**src/rtl/frame_assembler_fifo.sv**
```systemverilog
// Frame assembler feeding a frame-wide FIFO: channel words build a frame, last_word commits it.
// Build option FRAME_MASK_EN stores a per-frame written-channel mask; otherwise the mask reads all ones.
module frame_assembler_fifo #(
  parameter int NUM_CH      = 8,
  parameter int WORD_W      = 16,
  parameter int FRAME_DEPTH = 16,
  localparam int PTR_W      = $clog2(FRAME_DEPTH),
  localparam int CH_W       = (NUM_CH > 2) ? $clog2(NUM_CH) : 1,
  localparam int FRAME_W    = NUM_CH * WORD_W
) (
  input  logic               sample_clk,
  input  logic               reset_n,
  input  logic [WORD_W-1:0]  data_in,
  input  logic               done,
  input  logic [CH_W-1:0]    atmchsel,
  input  logic               last_word,
  input  logic [PTR_W:0]     threshold,
  input  logic               frame_pop,
  input  logic               clear_ovf,
  output logic [FRAME_W-1:0] frame_data_out,
  output logic [NUM_CH-1:0]  frame_valid_mask,
  output logic               fifo_ready,
  output logic [PTR_W:0]     fill_level,
  output logic               overflow
);

  logic [FRAME_W-1:0] asm_data;
  logic [FRAME_W-1:0] asm_data_next;
  logic [FRAME_W-1:0] mem [FRAME_DEPTH];
  logic [PTR_W-1:0]   wr_ptr;
  logic [PTR_W-1:0]   rd_ptr;
  logic [PTR_W:0]     thr_eff;
  logic               slot_ok;
  logic               commit;
  logic               full;
  logic               pop_ok;
  logic               drop;
  logic               push;

  assign slot_ok = done && (int'(atmchsel) < NUM_CH);
  assign commit  = done && last_word;
  assign full    = (fill_level == (PTR_W+1)'(FRAME_DEPTH));
  assign pop_ok  = frame_pop && (fill_level != '0);
  // A pop on the same edge frees the slot, so a commit into a full FIFO is still accepted.
  assign drop    = commit && full && !pop_ok;
  assign push    = commit && !drop;

  always_comb begin
    asm_data_next = asm_data;
    if (slot_ok) asm_data_next[int'(atmchsel)*WORD_W +: WORD_W] = data_in;
  end

  always_ff @(posedge sample_clk or negedge reset_n) begin
    if (!reset_n) begin
      asm_data       <= '0;
      wr_ptr         <= '0;
      rd_ptr         <= '0;
      fill_level     <= '0;
      overflow       <= 1'b0;
      frame_data_out <= '0;
    end else begin
      asm_data <= commit ? '0 : asm_data_next;
      if (push) wr_ptr <= wr_ptr + PTR_W'(1);
      if (pop_ok) begin
        rd_ptr         <= rd_ptr + PTR_W'(1);
        frame_data_out <= mem[rd_ptr];
      end
      if (push && !pop_ok)      fill_level <= fill_level + (PTR_W+1)'(1);
      else if (pop_ok && !push) fill_level <= fill_level - (PTR_W+1)'(1);
      if (drop)           overflow <= 1'b1;
      else if (clear_ovf) overflow <= 1'b0;
    end
  end

  // Frame storage carries no reset; only pointers and fill qualify its contents.
  always_ff @(posedge sample_clk) begin
    if (push) mem[wr_ptr] <= asm_data_next;
  end

`ifdef FRAME_MASK_EN
  logic [NUM_CH-1:0] asm_mask;
  logic [NUM_CH-1:0] asm_mask_next;
  logic [NUM_CH-1:0] mem_mask [FRAME_DEPTH];

  always_comb begin
    asm_mask_next = asm_mask;
    if (slot_ok) asm_mask_next[int'(atmchsel)] = 1'b1;
  end

  always_ff @(posedge sample_clk or negedge reset_n) begin
    if (!reset_n) begin
      asm_mask         <= '0;
      frame_valid_mask <= '0;
    end else begin
      asm_mask <= commit ? '0 : asm_mask_next;
      if (pop_ok) frame_valid_mask <= mem_mask[rd_ptr];
    end
  end

  always_ff @(posedge sample_clk) begin
    if (push) mem_mask[wr_ptr] <= asm_mask_next;
  end
`else
  assign frame_valid_mask = '1;
`endif

  assign thr_eff    = (threshold == '0) ? (PTR_W+1)'(1) : threshold;
  assign fifo_ready = (threshold <= (PTR_W+1)'(FRAME_DEPTH)) && (fill_level >= thr_eff);

endmodule

```
**config.mk**
```make
export PLATFORM = sky130hd
export DESIGN_NAME = frame_assembler_fifo
export DESIGN_NICKNAME = d
export VERILOG_FILES = /design/src/rtl/frame_assembler_fifo.sv
export SDC_FILE = /design/constraint.sdc
export NUM_CORES = 2
export LEC_CHECK = 0
export CAP_MARGIN = 0
export CORE_AREA = 2 2 404 406
export DETAILED_ROUTE_END_ITERATION = 8
export DIE_AREA = 0 0 406 408
export GPL_TIMING_DRIVEN = 1
export HOLD_SLACK_MARGIN = 0.08
export PLACE_DENSITY = 0.8
export SKIP_LAST_GASP = 1
export SLEW_MARGIN = 10
export SYNTH_ARGS = -nofsm -noshare
export SYNTH_HDL_FRONTEND = slang
export SYNTH_SLANG_ARGS = --single-unit
```
**constraint.sdc**
```tcl
create_clock -name sample_clk -period 6.5 [get_ports sample_clk]
set_input_delay 1.3 -clock sample_clk [delete_from_list [all_inputs] [get_ports sample_clk]]
set_output_delay 1.3 -clock sample_clk [all_outputs]
set_load 0.005 [all_outputs]
```
After elaboration in Yosys (flattened, before gate mapping)

Memories as Yosys holds them, arrays and structs flattened. A register that Yosys moved wholly into a read port is not among the register bits.
Cells that the tools add are included.
Widths: inputs -> output; s select.

Register bits after elaboration: 142
Latch bits: 0
RAM bits: 2,048
ROM bits: 0
Input port bits: 30
Output and inout bits: 143
Logic and storage cells: 42
Memories kept: 1

Add/sub/neg operators: 5
$mul: 0
Div/mod/pow operators: 0
Order comparisons: 2
Equal/unequal tests: 1
Shifts and indexed selects: 2
Muxes and demuxes: 10
Bitwise logic cells: 0
Reductions and logical operators: 16

Memory list:

| memory | depth | width | rd ports | clocked after Yosys merged registers in | write ports | line | source |
|---|---|---|---|---|---|---|---|
| mem    | 16    | 128   | 1        | 1                                       | 1           | 29   | `logic [FRAME_W-1:0] mem [FRAME_DEPTH];` |

Operators by type and width:

| kind                      | count |
|---|---|
| $mux 128                  | 2 |
| $bwmux 128                | 1 |
| $shift 16x33->128 const A | 1 |
| $shiftx 16x33->128        | 1 |
| $neg 7->33                | 1 |
| $mux 5                    | 3 |
| $add 4x1->4 const B       | 2 |
| $logic_and 1x1->1         | 8 |
| $add 5x1->5 const B       | 1 |
| $eq 5x5->1 const B        | 1 |
| $ge 5x5->1                | 1 |
| $le 5x5->1 const B        | 1 |
| $logic_not 5->1           | 1 |
| $reduce_bool 5->1         | 1 |
| $sub 5x1->5 const B       | 1 |
| $logic_not 1->1           | 4 |
| $mux 1                    | 4 |
| $reduce_bool 2->1         | 2 |

Depth between registers and ports, before layout

Depth in word-level cells: 10
Mapped depth: 12
Mapped depth without buffers: 12

Worst setup path before layout

Ideal clock, no wire load.

Kind: input port to flip-flop
From: input done
To: memory mem[10][0] (netlist name), enable pin
Setup time: 0.502 ns
Arrival time: 4.866 ns
Required time: 5.998 ns
Setup slack: 1.132 ns
Stages: 5
Buffers on the path: 1
Path through: and2_1 buf_4 nand2_4 nor3b_1 and2_1

Longest elaborated chain between the ends: 7

RTL lines:

| what                             | line | source |
|---|---|---|
| from (decl)                      | 14   | `input logic done,` |
| $logic_and 1x1->1 (*)            | 41   | `assign commit = done && last_word;` |
| $logic_and 1x1->1 (2 in series)  | 45   | `assign drop = commit && full && !pop_ok;` |
| $logic_not 1->1                  | 46   | `assign push = commit && !drop;` |
| $logic_and 1x1->1 (*)            | 46   |  |
| $mux 1 (*)                       | 77   | `if (push) mem[wr_ptr] <= asm_data_next;` |
| $mux 1 (implied by the code) (*) | 77   |  |
| to (decl)                        | 29   |  |

Every way passes the cells marked *; elsewhere a longest branch is shown, timed or not.

Worst setup path after layout

From: input atmchsel[0]
To: memory mem[1][122] (netlist name) (data pin)

Longest elaborated chain between the ends: 4
Elaborated cells between the ends (all ways): 5
Classes of those cells: add/sub: 1; shift: 2; mux: 2

RTL lines:

| what                                                    | line | source |
|---|---|---|
| from (decl)                                             | 15   | `input logic [CH_W-1:0] atmchsel,` |
| $neg 7->33 (*)                                          | 50   | `if (slot_ok) asm_data_next[int'(atmchsel)*WORD_W +: WORD_W] = data_in;` |
| $shiftx 16x33->128 or $shift 16x33->128 (tied branches) | 50   |  |
| $bwmux 128 (*)                                          | 50   |  |
| $mux 128 (*)                                            | 50   |  |
| via asm_data_next[122]                                  | 28   | `logic [FRAME_W-1:0] asm_data_next;` |

Mark *: on every way through the listed nets, which the timed path passes. The rest lies on a longest branch.

==> flow_summary.ini <==
[synthesis]
synth-simple-area-share = 0.0241
syn_avg_cell_area_um2 = 21.1
synth_top_family_by_area = multiplexers
synth_area_um2 = 88200
synth.distinct_cells = 46
yosysWarnings = 0
synth_async_sr_flop_share = 0.116
synth_seq_cells = 2318
syn_inst = 4190
ys.flop_type = edfxtp_1
synth-edff-count = 2048
synthAdderAreaFrac = 0.00292
ys_seq_area_frac = 0.773
synthMuxAreaShare = 0.152
synth_compound_area_frac = 0.0304
yosys.area_share.xor_xnor = 0.00109

[power]
power.density_nw_per_um2 = 407
pwr-share-clk = 0.303
leakagePower_uw = 0.0332
peakVddDrop_v = 0.000437
p_sw_uw = 11600
p_int_uw = 29200
p_seq_frac = 0.447
netSwitchingFraction = 0.284
combPwrFrac = 0.250

[critical_path]
critPathKind = in -> reg
cp.arrival_ns = 5.08
path_cells = clkdlybuf4s50_1 -> inv_1 -> ha_1 -> ha_1 -> nor2_1 -> nand3_1 -> nand2_1 -> nand2_1
slowest_delay_ns = 0.87
crit_slowest_cell = nand3_1
crit_buf_inv = 2
crit_cells = 8
crit_family = simple AND/OR/NAND/NOR gates
worstSetupEndpointType = register
worstReg2RegStart = fill_level[1]
critPathCapture = mem[1][122]
start_kind = primary input
worstRegToRegCells = 6
crit_fanout = 16
startpoint = atmchsel[0]
r2r_end = frame_data_out[116]
reg2reg_slack_ns = 2.94
crit_required_ns = 6.95

[timing]
fmax_ghz = 0.216
setup_tns_ns = 0
fin_crit_sh = 0.713
finalCriticalPeriod_ns = 4.63
slew_headroom = 0.0940
worst_pin_slew_ns = 1.36
rsz0062_at_grt = false
hold_viol_final = 0
whs_ns = 0.529
setup_viol = 0
slew_viol_final = 0
skew_ns = 0.0289

[clock_tree]
cts_hold_repair.buffers = 0
clock_latency_ns = 0.84
numClockSinks = 2318
ctsLongestPathBuffers = 3
cts.repair.resized = 0
cts_root_buf = clkbuf_16
cts.clk_slew.worst_paths_ns = 0.06
cts_tree = done
numCtsBuffers = 212
post_cts_buffers = 0
cts_max_level = 4

[global_routing]
grt_pass1_vias = 47200
grt_util_all_layers = 0.276
grt_max_degree = 160
globalRouteOverflowTotal = 0
grt_pass1_wl_mm = 326
antenna_found_initial = 16

[floorplan]
ios = 173
core_area_um2 = 162000
die_area_um2 = 166000
rows = 148
die-height_um = 408
die_w_um = 406
initial_core_util = 0.546

[cells_and_area]
drive_gt1_frac = 0.253
multiInputGateArea_um2 = 18700
finish.utilization = 0.619
final_cell_mix = edfxtp_1, mux4_2, dfrtp_1
ff_latch_area_um2 = 68300
synthToLayoutAreaGrowth_pct = 13.4
nets = 4525
n_fill_cell = 10300
layout_commonest_cell = edfxtp_1
final_cells = 6858

[route]
wirelength_mm = 226
vias_per_cell = 6.63
drt-pass1-iter-count = 6
drtIter0Drc = 6308
via_count = 45500
wire_per_inst_um = 33.0
drtAntennaViolNets = 0
drc = 0

[flow_run]
cap_violations = 0

[hold_path]
hold_class = in -> async

[place]
placed_cells = 6436
gp_congestion = 0.766
io_buffers = 164
hpwl_mm = 111

[outcome]
status = complete, no violations
## state kept, by name (all words and copies together), names as in the netlist
register / flops
wr_ptr: 4
overflow: 1
rd_ptr: 4
frame_data_out: 128
mem: 2048
asm_data: 128
fill_level: 5
## per-stage QoR
stage	power, uW	setup WS, ns	area (um^2)
after detailed placement	28500	1.27	93200
final	40700	1.87	100000
after global routing	42000	1.75	100000
after global placement	28300	1.47	93200
after floorplan	25100	1.13	88300
after CTS	40800	1.86	100000
## layer usage
layer  vias up  track usage  share of wire
li1      17800            -              -
met1     23800        0.367           0.35
met2      3327        0.437           0.49
met3       535       0.0775           0.12
met4         6        0.110          0.040
met5         -            0        0.00015
## synthesized netlist by cell type, types with 2 or more instances
cell | number | area share
xnor2_1 | 9 | 0.00089
nor3b_1 | 4 | 0.00034
buf_1 | 17 | 0.00072
buf_6 | 5 | 0.00064
mux2_2 | 169 | 0.022
nor3_1 | 3 | 0.00017
dfrtp_1 | 270 | 0.077
a21o_1 | 2 | 0.00017
o21ai_1 | 3 | 0.00017
nand2_1 | 164 | 0.0070
and3_1 | 10 | 0.00071
buf_2 | 121 | 0.0069
xor2_1 | 2 | 0.00020
nor3_2 | 2 | 0.00023
nand4_1 | 5 | 0.00035
o22ai_1 | 232 | 0.016
nor3b_2 | 2 | 0.00028
and2_1 | 113 | 0.0080
o21ai_0 | 52 | 0.0029
buf_4 | 36 | 0.0031
edfxtp_1 | 2048 | 0.70
nor2b_1 | 26 | 0.0018
nand3_1 | 51 | 0.0029
mux4_2 | 512 | 0.13
clkbuf_1 | 74 | 0.0031
nor2_1 | 30 | 0.0013
ha_1 | 19 | 0.0027
a21oi_1 | 139 | 0.0079
nand2b_1 | 2 | 0.00014
a2111oi_0 | 25 | 0.0025
inv_1 | 28 | 0.0012
## cell families after synthesis
group / Yosys count
flip-flops: 2318
other: 1
AND/OR/NAND/NOR: 420
buffers and inverters: 283
XOR/XNOR: 11
adder cells (fa/ha/maj): 20
multiplexers: 681
AO/OA/AOI/OAI: 456
## power by group through the flow
stage | registers (uW) | clock network [uW] | logic [uW]
finish | 18200 | 12300 | 10200
global route | 18300 | 12900 | 10800
CTS | 18200 | 12400 | 10200
detailed placement | 18500 | 0 | 10000
global placement | 18500 | 0 | 9860
floorplan | 18000 | 0 | 7100
## layout make-up
cell class                 count  share of cell area
sequential                  2318               0.682
multi-input combinational   1596               0.187
clock buffer                 310              0.0599
timing repair buffer         317              0.0332
tap                         2175              0.0272
clock inverter                94             0.00833
inverter                      30             0.00115
antenna                       18            0.000450
## worst min path at each step
stage | from | end
finish | reset_n | asm_data[67]
global route | asm_data[127] | asm_data[127]
CTS | asm_data[127] | asm_data[127]
detailed placement | asm_data[94] | asm_data[94]
global placement | asm_data[19] | asm_data[19]
floorplan | wr_ptr[3] | wr_ptr[3]
No activity file was read; power rests on OpenSTA's default activity.
